### config.mk
export PLATFORM = sky130hd
export DESIGN_NAME = vga_fb_fetch_arbiter_flat
export DESIGN_NICKNAME = d
export VERILOG_FILES = /design/src/rtl/vga_fb_fetch_arbiter_if.sv /design/src/rtl/vga_fb_fetch_arbiter.sv /design/src/flat_wrapper.sv
export SDC_FILE = /design/constraint.sdc
export NUM_CORES = 1
export LEC_CHECK = 0
export CORE_ASPECT_RATIO = 1.1
export CORE_UTILIZATION = 51
export CTS_BUF_LIST = sky130_fd_sc_hd__clkbuf_8
export DETAILED_ROUTE_END_ITERATION = 16
export PLACE_DENSITY_LB_ADDON = 0.12
export SYNTH_ARGS = -nofsm -noshare
export SYNTH_HDL_FRONTEND = slang
export SYNTH_SLANG_ARGS = --single-unit
export TNS_END_PERCENT = 100
### constraint.sdc
create_clock -name clk -period 5.2 [get_ports clk]
set_input_delay 0.78 -clock clk [delete_from_list [all_inputs] [get_ports clk]]
set_output_delay 0.78 -clock clk [all_outputs]
set_load 0.05 [all_outputs]
### src/rtl/vga_fb_fetch_arbiter_if.sv
// rtl/vga_fb_fetch_arbiter_if.sv - client, framebuffer memory and line-buffer buses of the fetch arbiter
interface vga_fb_fetch_arbiter_if #(
    parameter int ADDR_W = 16,
    parameter int DATA_W = 16,
    parameter int LB_AW  = 6
);
    logic              cli_req;
    logic              cli_we;
    logic [ADDR_W-1:0] cli_addr;
    logic [DATA_W-1:0] cli_wdata;
    logic              cli_gnt;
    logic              cli_rvalid;
    logic [DATA_W-1:0] cli_rdata;

    logic [ADDR_W-1:0] mem_addr;
    logic              mem_re;
    logic              mem_we;
    logic [DATA_W-1:0] mem_wdata;
    logic [DATA_W-1:0] mem_rdata;

    logic              lb_we;
    logic              lb_bank;
    logic [LB_AW-1:0]  lb_addr;
    logic [DATA_W-1:0] lb_wdata;

    modport slave (
        input  cli_req, cli_we, cli_addr, cli_wdata, mem_rdata,
        output cli_gnt, cli_rvalid, cli_rdata,
        output mem_addr, mem_re, mem_we, mem_wdata,
        output lb_we, lb_bank, lb_addr, lb_wdata
    );

    modport master (
        output cli_req, cli_we, cli_addr, cli_wdata, mem_rdata,
        input  cli_gnt, cli_rvalid, cli_rdata,
        input  mem_addr, mem_re, mem_we, mem_wdata,
        input  lb_we, lb_bank, lb_addr, lb_wdata
    );
endinterface

### src/rtl/vga_fb_fetch_arbiter.sv
// rtl/vga_fb_fetch_arbiter.sv - shares the framebuffer between line prefetch and a client port
module vga_fb_fetch_arbiter #(
    parameter int H_ACTIVE   = 800,
    parameter int V_ACTIVE   = 600,
    parameter int V_TOTAL    = 628,
    parameter int LINE_WORDS = 50,
    parameter int LB_AW      = 6,
    parameter int ADDR_W     = 16,
    parameter int DATA_W     = 16,
    parameter int FB_BASE    = 0
) (
    input  logic                  clk,
    input  logic                  reset_n,
    input  logic [9:0]            x,
    input  logic [9:0]            y,
    input  logic                  fetch_en,
    vga_fb_fetch_arbiter_if.slave bus,
    output logic                  fetch_busy,
    output logic                  fetch_done,
    output logic                  err_overrun
);
    typedef enum logic [1:0] {IDLE, CLIENT, FETCH, DRAIN} state_t;

    state_t            state;
    logic              pending;
    logic [LB_AW-1:0]  idx;
    logic [ADDR_W-1:0] next_base;
    logic [ADDR_W-1:0] fetch_start;

    logic [9:0]        line_next;
    logic              trig;
    logic [ADDR_W-1:0] start_addr;

    assign line_next  = (y == 10'(V_TOTAL - 1)) ? 10'd0 : y + 10'd1;
    assign trig       = fetch_en && (x == 10'(H_ACTIVE)) && (line_next < 10'(V_ACTIVE));
    assign start_addr = (line_next == 10'd0) ? ADDR_W'(FB_BASE) : next_base;

    assign bus.cli_rdata = bus.mem_rdata;
    assign bus.lb_wdata  = bus.mem_rdata;

    always_ff @(posedge clk or negedge reset_n) begin
        if (!reset_n) begin
            state         <= IDLE;
            pending       <= 1'b0;
            idx           <= '0;
            next_base     <= ADDR_W'(FB_BASE);
            fetch_start   <= '0;
            bus.cli_gnt   <= 1'b0;
            bus.cli_rvalid <= 1'b0;
            bus.mem_addr  <= '0;
            bus.mem_re    <= 1'b0;
            bus.mem_we    <= 1'b0;
            bus.mem_wdata <= '0;
            bus.lb_we     <= 1'b0;
            bus.lb_bank   <= 1'b0;
            bus.lb_addr   <= '0;
            fetch_busy    <= 1'b0;
            fetch_done    <= 1'b0;
            err_overrun   <= 1'b0;
        end else begin
            bus.cli_gnt    <= 1'b0;
            bus.mem_re     <= 1'b0;
            bus.mem_we     <= 1'b0;
            fetch_done     <= 1'b0;
            err_overrun    <= 1'b0;
            // line-buffer write trails the memory read by the RAM's one-cycle latency
            bus.lb_we      <= (state == FETCH);
            bus.lb_addr    <= idx;
            bus.cli_rvalid <= (state == CLIENT) && bus.mem_re;

            case (state)
                IDLE, CLIENT: begin
                    if (trig || (state == IDLE && pending)) begin
                        state        <= FETCH;
                        pending      <= pending | (state == CLIENT);
                        idx          <= '0;
                        fetch_start  <= start_addr;
                        bus.mem_addr <= start_addr;
                        bus.mem_re   <= 1'b1;
                        bus.lb_bank  <= line_next[0];
                        fetch_busy   <= 1'b1;
                    end else if (state == IDLE && bus.cli_req) begin
                        state         <= CLIENT;
                        bus.cli_gnt   <= 1'b1;
                        bus.mem_addr  <= bus.cli_addr;
                        bus.mem_we    <= bus.cli_we;
                        bus.mem_re    <= !bus.cli_we;
                        bus.mem_wdata <= bus.cli_wdata;
                    end else begin
                        state <= IDLE;
                    end
                end
                FETCH: begin
                    err_overrun <= trig;
                    if (idx == LB_AW'(LINE_WORDS - 1)) begin
                        state      <= DRAIN;
                        fetch_done <= 1'b1;
                    end else begin
                        bus.mem_re   <= 1'b1;
                        bus.mem_addr <= bus.mem_addr + ADDR_W'(1);
                        idx          <= idx + LB_AW'(1);
                    end
                end
                DRAIN: begin
                    err_overrun <= trig;
                    next_base   <= fetch_start + ADDR_W'(LINE_WORDS);
                    pending     <= 1'b0;
                    fetch_busy  <= 1'b0;
                    state       <= IDLE;
                end
                default: state <= IDLE;
            endcase
        end
    end
endmodule

### src/flat_wrapper.sv
// flat-port wrapper written by rule: the top's interface ports become plain ports
module vga_fb_fetch_arbiter_flat 
#(
    parameter int H_ACTIVE   = 800,
    parameter int V_ACTIVE   = 600,
    parameter int V_TOTAL    = 628,
    parameter int LINE_WORDS = 50,
    parameter int LB_AW      = 6,
    parameter int ADDR_W     = 16,
    parameter int DATA_W     = 16,
    parameter int FB_BASE    = 0
)
  (clk, reset_n, x, y, fetch_en, fetch_busy, fetch_done, err_overrun, bus_cli_req, bus_cli_we, bus_cli_addr, bus_cli_wdata, bus_mem_rdata, bus_cli_gnt, bus_cli_rvalid, bus_cli_rdata, bus_mem_addr, bus_mem_re, bus_mem_we, bus_mem_wdata, bus_lb_we, bus_lb_bank, bus_lb_addr, bus_lb_wdata);
  vga_fb_fetch_arbiter_if #(.ADDR_W(ADDR_W), .DATA_W(DATA_W), .LB_AW(LB_AW)) bus_i ();
  input  logic clk;
  input  logic reset_n;
  input  logic [9:0] x;
  input  logic [9:0] y;
  input  logic fetch_en;
  output logic fetch_busy;
  output logic fetch_done;
  output logic err_overrun;
  input wire logic [$bits(bus_i.cli_req)-1:0] bus_cli_req;
  input wire logic [$bits(bus_i.cli_we)-1:0] bus_cli_we;
  input wire logic [$bits(bus_i.cli_addr)-1:0] bus_cli_addr;
  input wire logic [$bits(bus_i.cli_wdata)-1:0] bus_cli_wdata;
  input wire logic [$bits(bus_i.mem_rdata)-1:0] bus_mem_rdata;
  output wire logic [$bits(bus_i.cli_gnt)-1:0] bus_cli_gnt;
  output wire logic [$bits(bus_i.cli_rvalid)-1:0] bus_cli_rvalid;
  output wire logic [$bits(bus_i.cli_rdata)-1:0] bus_cli_rdata;
  output wire logic [$bits(bus_i.mem_addr)-1:0] bus_mem_addr;
  output wire logic [$bits(bus_i.mem_re)-1:0] bus_mem_re;
  output wire logic [$bits(bus_i.mem_we)-1:0] bus_mem_we;
  output wire logic [$bits(bus_i.mem_wdata)-1:0] bus_mem_wdata;
  output wire logic [$bits(bus_i.lb_we)-1:0] bus_lb_we;
  output wire logic [$bits(bus_i.lb_bank)-1:0] bus_lb_bank;
  output wire logic [$bits(bus_i.lb_addr)-1:0] bus_lb_addr;
  output wire logic [$bits(bus_i.lb_wdata)-1:0] bus_lb_wdata;
  assign bus_i.cli_req = bus_cli_req;
  assign bus_i.cli_we = bus_cli_we;
  assign bus_i.cli_addr = bus_cli_addr;
  assign bus_i.cli_wdata = bus_cli_wdata;
  assign bus_i.mem_rdata = bus_mem_rdata;
  assign bus_cli_gnt = bus_i.cli_gnt;
  assign bus_cli_rvalid = bus_i.cli_rvalid;
  assign bus_cli_rdata = bus_i.cli_rdata;
  assign bus_mem_addr = bus_i.mem_addr;
  assign bus_mem_re = bus_i.mem_re;
  assign bus_mem_we = bus_i.mem_we;
  assign bus_mem_wdata = bus_i.mem_wdata;
  assign bus_lb_we = bus_i.lb_we;
  assign bus_lb_bank = bus_i.lb_bank;
  assign bus_lb_addr = bus_i.lb_addr;
  assign bus_lb_wdata = bus_i.lb_wdata;
  vga_fb_fetch_arbiter #(.H_ACTIVE(H_ACTIVE), .V_ACTIVE(V_ACTIVE), .V_TOTAL(V_TOTAL), .LINE_WORDS(LINE_WORDS), .LB_AW(LB_AW), .ADDR_W(ADDR_W), .DATA_W(DATA_W), .FB_BASE(FB_BASE)) u_core (.clk(clk), .reset_n(reset_n), .x(x), .y(y), .fetch_en(fetch_en), .bus(bus_i), .fetch_busy(fetch_busy), .fetch_done(fetch_done), .err_overrun(err_overrun));
endmodule
==> out/qor.csv, run 1 <==
metric,value,unit
status,finished clean,
fmax,0.314,GHz
first_global_vias,3503,
critPathLaunchType,input pin,
initial_core_util,53.4,%
min_path_type,reg2reg,
drive_gt1_share,8.97,%
fin_nets,596,
yosysWarnings,0,
slew-limit-headroom,20.4,%
worstPathArrival,3430,ps
synth_seq_area_share,48.6,%
htreeDepth,3,
tightest_slew,1190,ps
syn_inst,452,
grtUsageTotal,23.7,%
setup_violations,0,
wl_per_cell,16.7,um
numPortBuffers,103,
clkTransAtPathRegs,90,ps
report.final.slew_viol_count,0,
syn_area_per_cell,10.0,um2
syn_nets,529,
syn_area,0.00453,mm2
fin_hold_ws,427,ps
r2r_cells,5,
postCtsSetupRepairBufs,0,
rows,35,
critical_path_class,in2reg,
dr.pass1.iters,5,
cts_buffers,9,
antenna_cells,0,
ys_ff_latch,88,
gp_congestion,0.867,
die_area,0.00927,mm2
ctsResizeCount,0,
clk_path_buf_depth,2,
power_leakage,2.30,nW
hpwl,7710,um
peakVddDrop,0.164,mV
syn_to_final_growth,24.7,%
power,1.90,mW
die_y,101,um
synth_cell_types,56,
cts_num_sinks,88,
fin_skew,10.5,ps
grt_overflow,0,
power_density,336,mW/mm2
period_minus_slack,3180,ps
hold_viol,0,
async_flop_share,100,%
grt_pass1_wl,17200,um
crit_path_max_fanout,31,
hold_path_depth,0,
period_share,61.2,%
pin_count,152,
clock-root-buffer,clkbuf_8,
drt-initial-drc-count,191,
grt_start_max_net_pins,89,
drtAntennaViolNets,0,
core,0.00850,mm2
hold_buffers,0,
vias,3637,
die_width,91.9,um
required,5450,ps
synth_top_flop_cell,dfrtp_1,
end_kind,register,
drt-total-wl,10600,um
clkLatencyLatePin,360,ps
setup-tns-final,0,ps
routed_via_density,5.73,
maxCapViolCount,0,
synth_edf_count,0,
grt_antenna_before_repair,0,
drcViolationCount,0,
cts_tree,done,
rsz0062_at_grt,false,
==> sequential cells by signal, summed over array words and instances, names as in the netlist, 2 cells and up, named ones only <==
name and cells:
u_core.bus.mem_addr 16, u_core.bus.mem_wdata 16, u_core.fetch_start 16, u_core.next_base 16, u_core.bus.lb_addr 6, u_core.idx 6, u_core.state 2
==> layer usage <==
metal / wire [um] / track usage (%)
met5: 0 / 0
met4: 217 / 9.74
met3: 704 / 4.83
met2: 5160 / 39.6
met1: 4490 / 30.1
==> power breakdown <==
group / internal [mW] / switching, mW / leakage [nW] / total, mW
combinational: 0.187 / 0.304 / 1.08 / 0.491
clock: 0.346 / 0.240 / 0.131 / 0.586
sequential: 0.758 / 0.0669 / 1.09 / 0.825
==> kinds of logic after synthesis <==
| family | Yosys count | share of synthesized area, % |
|---|---|---|
| mux | 30 | 7.29 |
| buf+inv | 54 | 7.40 |
| xor+xnor | 19 | 3.67 |
| fa+ha+maj | 4 | 1.10 |
| simple gates | 164 | 18.3 |
| flops | 88 | 48.6 |
| compound gates | 93 | 13.7 |
==> worst paths after layout <==
| path | from | end | slack [ps] |
|---|---|---|---|
| worst max-delay path | y[2] | u_core.fetch_start[0] | 2020 |
| worst min-delay path | u_core.idx[5] | u_core.bus.lb_addr[5] | 430 |
| worst max register to register | u_core.state[1] | u_core.bus.mem_addr[1] | 2270 |
| worst min register to register | u_core.idx[5] | u_core.bus.lb_addr[5] | 430 |
| max in group asynchronous | reset_n | u_core.next_base[10] | 3890 |
| min in group asynchronous | reset_n | u_core.bus.mem_wdata[14] | 590 |
==> metrics by stage <==
stage	setup WS [ps]	util, %	cells	area (um2)
global route	1920	66.5	635	5650
CTS	2030	66.5	635	5650
floorplan	2800	-	452	4530
finish	2020	66.5	635	5650
detailed placement	1640	63.5	619	5400
global placement	1710	63.5	619	5400
==> critical path, cell delays in order <==
cell and delay (ps):
clkdlybuf4s50_1 480, and4_1 270, o211a_4 280, o21a_4 260, o21ai_2 910, mux2_2 430
==> Yosys cell counts (all sizes together) (2+ instances only) <==
master / instances / share of area (%)
a311oi: 2 / 0.39
nand2: 70 / 6.0
xor2: 10 / 1.9
buf: 37 / 6.0
a21oi: 8 / 0.88
mux2: 24 / 6.0
xnor2: 9 / 1.7
o22a: 2 / 0.39
and3: 8 / 1.1
clkbuf: 11 / 0.91
a31oi: 2 / 0.28
o2111ai: 2 / 0.77
a221oi: 4 / 0.77
nand4: 5 / 0.69
nor2: 25 / 2.4
o211ai: 7 / 1.2
a41oi: 2 / 0.39
or2: 2 / 0.28
ha: 4 / 1.1
nor4b: 2 / 0.39
dfrtp: 88 / 49
o21a: 4 / 0.83
or4: 3 / 0.50
nor3: 6 / 0.66
inv: 5 / 0.41
nand3: 13 / 1.4
or3: 2 / 0.28
nand2b: 4 / 0.55
o21ai: 47 / 5.3
a211oi: 5 / 0.83
a22o: 2 / 0.41
nor4: 7 / 1.3
mux2i: 6 / 1.3
and4: 6 / 1.2
and2: 8 / 1.1
==> cell type report <==
| cell class | count | area (um2) |
|---|---|---|
| fill | 677 | 2840 |
| sequential | 88 | 2200 |
| multi-input combinational | 310 | 2000 |
| timing repair buffer | 104 | 1040 |
| clock buffer | 11 | 151 |
| tap | 111 | 139 |
| clock inverter | 5 | 103 |
| inverter | 6 | 22.5 |
==> cells in the final DEF (no fill, tap or decap), drive strengths merged, types with 3 or more instances in the layout <==
master,netlist,layout
nand4,5,5
clkdlybuf4s50,0,102
and4,6,6
clkbuf,11,11
inv,5,7
nand3,13,13
nor2,25,25
a211oi,5,5
o21a,4,4
mux2i,6,6
xnor2,9,9
or4,3,3
o211ai,7,7
a221oi,4,4
bufinv,0,3
a21oi,8,8
o21ai,47,47
nand2b,4,4
nor3,6,6
xor2,10,10
and3,8,8
dfrtp,88,88
nor4,7,7
nand2,70,70
ha,4,4
and2,8,8
mux2,24,24
No activity file was read; power rests on OpenSTA's default activity.
==> run 2, diff against run 1 <==
--- a/config.mk
+++ b/config.mk
@@ -6,7 +6,7 @@
 export NUM_CORES = 1
 export LEC_CHECK = 0
 export CORE_ASPECT_RATIO = 1.1
-export CORE_UTILIZATION = 51
+export CORE_UTILIZATION = 47
 export CTS_BUF_LIST = sky130_fd_sc_hd__clkbuf_8
 export DETAILED_ROUTE_END_ITERATION = 16
 export PLACE_DENSITY_LB_ADDON = 0.12
==> constraint.sdc (replaced) <==
create_clock -name clk -period 3 [get_ports clk]
set_input_delay 0.45 -clock clk [delete_from_list [all_inputs] [get_ports clk]]
set_output_delay 0.45 -clock clk [all_outputs]
set_load 0.05 [all_outputs]
==> out/qor.csv, run 2 (synthesis results as in run 1) <==
metric,value,unit,change
final_area,0.00568,mm2,was 0.00565 mm2
drcViolationCount,0,,unchanged
dr.pass1.iters,5,,unchanged
antenna_cells,0,,unchanged
first_global_vias,3595,,was 3503
layout_commonest_cell,clkdlybuf4s50_1,,unchanged
status,finished clean,,unchanged
use_met1,30.3,%,was 30.1%
setup_violations,0,,unchanged
postCtsSetupRepairBufs,0,,unchanged
rsz0062_at_grt,false,,unchanged
ctsResizeCount,0,,unchanged
place_area,0.00548,mm2,was 0.00540 mm2
grt_start_max_net_pins,89,,unchanged
pin_count,152,,unchanged
cp_slowest_cell,or4_1,,was o21ai_2
layout_common_cells,"102 x clkdlybuf4s50_1, 88 x dfrtp_1, 69 x nand2_1",,unchanged
fin_nets,604,,was 596
min_path_type,in2async,,was reg2reg
hpwl,7810,um,was 7710 um
cpPeakStageDelay,510,ps,was 910 ps
power_density,550,mW/mm2,was 336 mW/mm2
p_clk_share,27.2,%,was 30.8%
required,3280,ps,was 5450 ps
fin_skew,11.9,ps,was 10.5 ps
p_comb_share,27.2,%,was 25.8%
path_cells,clkdlybuf4s50_1 -> nor4_4 -> o211a_4 -> o2111ai_4 -> a21bo_2 -> or4_1 -> o211ai_1,,was clkdlybuf4s50_1 -> and4_1 -> o211a_4 -> o21a_4 -> o21ai_2 -> mux2_2
grt_pass1_wl,17500,um,was 17200 um
initial_core_util,48.5,%,was 53.4%
critical_path_class,in2reg,,unchanged
rows,37,,was 35
worstPathArrival,2680,ps,was 3430 ps
period_share,80.0,%,
die_width,95.6,um,was 91.9 um
drt-total-wl,10700,um,was 10600 um
cts_tree,done,,unchanged
hold_buffers,0,,unchanged
syn_to_final_growth,25.4,%,was 24.7%
grt_util_met2,35.8,%,was 39.6%
end_kind,register,,unchanged
use_met3,3.93,%,was 4.83%
power,3.12,mW,was 1.90 mW
peakVddDrop,0.244,mV,was 0.164 mV
htreeDepth,3,,unchanged
sw_frac_of_total,34.3,%,was 32.1%
fmax,0.416,GHz,
cts_num_sinks,88,,unchanged
fillCellCount,789,,was 677
die_area,0.0100,mm2,was 0.00927 mm2
gp_congestion,0.890,,was 0.867
globalRoute.busiestLayer,met2,,unchanged
drive_gt1_share,10.3,%,was 8.97%
wl_per_cell,16.4,um,was 16.7 um
clkLatencyLatePin,360,ps,about the same
grt_antenna_before_repair,0,,unchanged
internal_power,2.05,mW,was 1.29 mW
die_y,105,um,was 101 um
drt-initial-drc-count,212,,was 191
grtUsageTotal,22.6,%,was 23.7%
clk_path_buf_depth,2,,unchanged
routed_via_density,5.58,,was 5.73
core,0.00935,mm2,was 0.00850 mm2
hold_viol,0,,unchanged
grt_overflow,0,,unchanged
report.final.slew_viol_count,0,,unchanged
vias,3619,,was 3637
slew-limit-headroom,58.7,%,was 20.4%
tightest_slew,619,ps,was 1190 ps
drtAntennaViolNets,0,,unchanged
regToRegEndpoint,u_core.bus.mem_addr[6],,was u_core.bus.mem_addr[1]
clock-root-buffer,clkbuf_8,,unchanged
period_minus_slack,2400,ps,
crit_path_max_fanout,17,,was 31
worstReg2RegStart,u_core.state[1],,unchanged
maxCapViolCount,0,,unchanged
critPathLaunchType,input pin,,unchanged
r2r_setup_slack,940,ps,was 2270 ps
p_sw,1.07,mW,was 0.611 mW
crit_buf_inv,1,,unchanged
cp_top_family,compound AO/OA/AOI/OAI gates,,unchanged
setup-tns-final,0,ps,unchanged
numPortBuffers,103,,unchanged
r2r_cells,5,,unchanged
fin_hold_ws,115,ps,was 427 ps
clkTransAtPathRegs,90,ps,about the same
seqPwrFrac,45.7,%,was 43.4%
power_leakage,2.32,nW,was 2.30 nW
cts_buffers,9,,unchanged
-- run 2: worst max-delay path by stage --
stage          startpoint                     end  slack [ps]  cells past startpoint
2_1_floorplan        y[2]   u_core.fetch_start[1]         930                      6
3_3_place_gp         y[7]  u_core.bus.mem_addr[5]         310                      7
3_5_place_dp         y[7]  u_core.bus.mem_addr[5]         240                      7
4_1_cts              x[7]  u_core.bus.mem_addr[5]         610                      6
5_1_grt              x[4]  u_core.bus.mem_addr[5]         460                      6
6_report             y[7]  u_core.bus.mem_addr[5]         600                      7
-- run 2: metal layers --
metal	up-vias	share of wire, %
met5	-	0
met4	0	2.7
met3	24	6.7
met2	145	49
met1	1723	42
li1	1727	-
-- run 2: metrics by stage --
step           worst slack (ps)  instances  util [%]
2_1_floorplan               929        452         -
3_3_place_gp                311        633      58.6
3_5_place_dp                243        633      58.6
4_1_cts                     609        649      60.8
5_1_grt                     463        649      60.8
6_report                    599        649      60.8
-- run 2: layout make-up --
type / instances / area [um2] / share of cell area (%)
clock buffers: 10 / 138 / 2.42
clock inverters: 6 / 67.6 / 1.19
inverters: 6 / 22.5 / 0.396
multi-input cells: 310 / 2000 / 35.2
flip-flops and latches: 88 / 2200 / 38.7
well taps: 117 / 146 / 2.58
repair buffers: 112 / 1110 / 19.5
-- run 2: power groups by stage --
stage / clock (mW) / sequential (mW) / combinational [mW]
4_1_cts: 0.862 / 1.43 / 0.857
2_1_floorplan: 0 / 1.76 / 0.302
5_1_grt: 0.917 / 1.45 / 0.905
3_5_place_dp: 0 / 1.45 / 0.855
3_3_place_gp: 0 / 1.45 / 0.848
6_report: 0.849 / 1.43 / 0.848
==> run 3, diff against run 2 <==
==> constraint.sdc (replaced) <==
create_clock -name clk -period 2.5 [get_ports clk]
set_input_delay 0.375 -clock clk [delete_from_list [all_inputs] [get_ports clk]]
set_output_delay 0.375 -clock clk [all_outputs]
set_load 0.05 [all_outputs]
==> out/qor.csv, run 3 (synthesis results as in run 1) <==
metric,value,unit,change
p_comb_share,27.2,%,about the same
period_share,89.0,%,
final_area,0.00580,mm2,was 0.00568 mm2
required,2780,ps,was 3280 ps
clock-root-buffer,clkbuf_8,,unchanged
core,0.00935,mm2,unchanged
fin_nets,615,,was 604
grt_antenna_before_repair,0,,unchanged
hpwl,7920,um,was 7810 um
peakVddDrop,0.308,mV,was 0.244 mV
seqPwrFrac,45.4,%,was 45.7%
p_sw,1.27,mW,was 1.07 mW
drt-initial-drc-count,109,,was 212
pin_count,152,,unchanged
routed_via_density,5.60,,was 5.58
initial_core_util,48.5,%,unchanged
rows,37,,unchanged
die_y,105,um,unchanged
die_width,95.6,um,unchanged
cts_buffers,9,,unchanged
die_area,0.0100,mm2,unchanged
numPortBuffers,103,,unchanged
grt_pass1_wl,17500,um,about the same
gp_congestion,0.904,,was 0.890
postCtsSetupRepairBufs,0,,unchanged
vias,3691,,was 3619
fmax,0.449,GHz,
cts_num_sinks,88,,unchanged
p_clk_share,27.4,%,was 27.2%
min_path_type,reg2reg,,was in2async
cts_tree,done,,unchanged
worstPathArrival,2510,ps,was 2680 ps
fillCellCount,788,,was 789
drcViolationCount,0,,unchanged
status,finished clean,,unchanged
end_kind,register,,unchanged
tightest_slew,525,ps,was 619 ps
setup_violations,0,,unchanged
power_density,651,mW/mm2,was 550 mW/mm2
rsz0062_at_grt,false,,unchanged
period_minus_slack,2230,ps,
report.final.slew_viol_count,0,,unchanged
wl_per_cell,16.5,um,was 16.4 um
fin_skew,10.1,ps,was 11.9 ps
dr.pass1.iters,4,,was 5
setup-tns-final,0,ps,unchanged
htreeDepth,3,,unchanged
setup_ws,275,ps,was 599 ps
r2r_setup_slack,500,ps,was 940 ps
maxCapViolCount,0,,unchanged
post-place-ws,-71.6,ps,was 243 ps
syn_to_final_growth,27.8,%,was 25.4%
drive_gt1_share,11.8,%,was 10.3%
clkLatencyLatePin,360,ps,about the same
hold_viol,0,,unchanged
slew-limit-headroom,64.9,%,was 58.7%
place_area,0.00558,mm2,was 0.00548 mm2
grtUsageTotal,22.8,%,was 22.6%
drtAntennaViolNets,0,,unchanged
layout_commonest_cell,clkdlybuf4s50_1,,unchanged
crit_path_max_fanout,12,,was 17
internal_power,2.51,mW,was 2.05 mW
clk_path_buf_depth,2,,unchanged
grt_start_max_net_pins,59,,was 89
power_leakage,2.39,nW,was 2.32 nW
antenna_cells,0,,unchanged
layout_common_cells,"102 x clkdlybuf4s50_1, 88 x dfrtp_1, 69 x nand2_1",,unchanged
clkTransAtPathRegs,90,ps,about the same
sw_frac_of_total,33.5,%,was 34.3%
first_global_vias,3531,,was 3595
critical_path_class,in2reg,,unchanged
drt-total-wl,10800,um,was 10700 um
critPathLaunchType,input pin,,unchanged
fin_hold_ws,427,ps,was 115 ps
grt_overflow,0,,unchanged
run 3: changes by cell type in the layout (fill, tap and decap cells not counted):
cell,delta
clkbuf_8,+2
inv_6,-1
buf_4,+8
dlygate4sd3_1,+1
buf_12,+2
clkinv_4,-2
run 3: worst max-delay path, cell delays in order:
cell	delay, ps
clkdlybuf4s50_1	490
nor4_4	360
o211a_4	240
o2111ai_4	160
a21bo_2	310
or4_1	490
o211ai_1	90
run 3: worst paths after layout:
kind | from | cells past startpoint | to
setup / recovery | y[7] | 7 | u_core.bus.mem_addr[7]
hold / removal | u_core.idx[5] | 0 | u_core.bus.lb_addr[5]
setup reg to reg | u_core.idx[0] | 6 | u_core.bus.mem_addr[7]
hold reg to reg | u_core.idx[5] | 0 | u_core.bus.lb_addr[5]
max in group asynchronous | reset_n | 3 | async pin
min in group asynchronous | reset_n | 2 | u_core.bus.mem_wdata[9]
run 3: per-layer routing:
metal	routed length [um]	GRT usage (%)	up-vias	part of all wire (%)
met1	4700	29.8	1799	43
li1	-	-	1742	-
met2	5280	36.8	130	49
met4	245	9.81	0	2.3
met5	0	0	-	0
met3	609	4.08	20	5.6
run 3: power by group through the flow:
stage	clock, mW	combinational, mW	sequential, mW
2_1_floorplan	0	0.363	2.11
3_3_place_gp	0	1.02	1.74
3_5_place_dp	0	1.03	1.74
4_1_cts	1.05	1.04	1.71
5_1_grt	1.10	1.09	1.74
6_report	1.03	1.03	1.71
run 3: stage by stage:
step | utilization (%) | power, mW | instances
2_1_floorplan | - | 2.47 | 452
3_3_place_gp | 59.7 | 2.76 | 643
3_5_place_dp | 59.7 | 2.77 | 643
4_1_cts | 62.0 | 3.80 | 659
5_1_grt | 62.0 | 3.93 | 659
6_report | 62.0 | 3.77 | 659
run 3: what timing repair did:
| action | CTS | global route |
|---|---|---|
| hold buffers | 1 | 0 |
| endpoints found under the hold margin | 30 | 0 |
| resized for setup | 0 | 0 |
| setup endpoints to repair | 0 | 0 |
run 3: cell type report:
type,instances,area [um2],share of cell area [%]
sequential,88,2200,38.0
multi-input combinational,310,2000,34.5
timing repair buffer,123,1220,21.0
clock buffer,12,165,2.85
tap,117,146,2.53
clock inverter,3,41.3,0.712
inverter,6,22.5,0.389
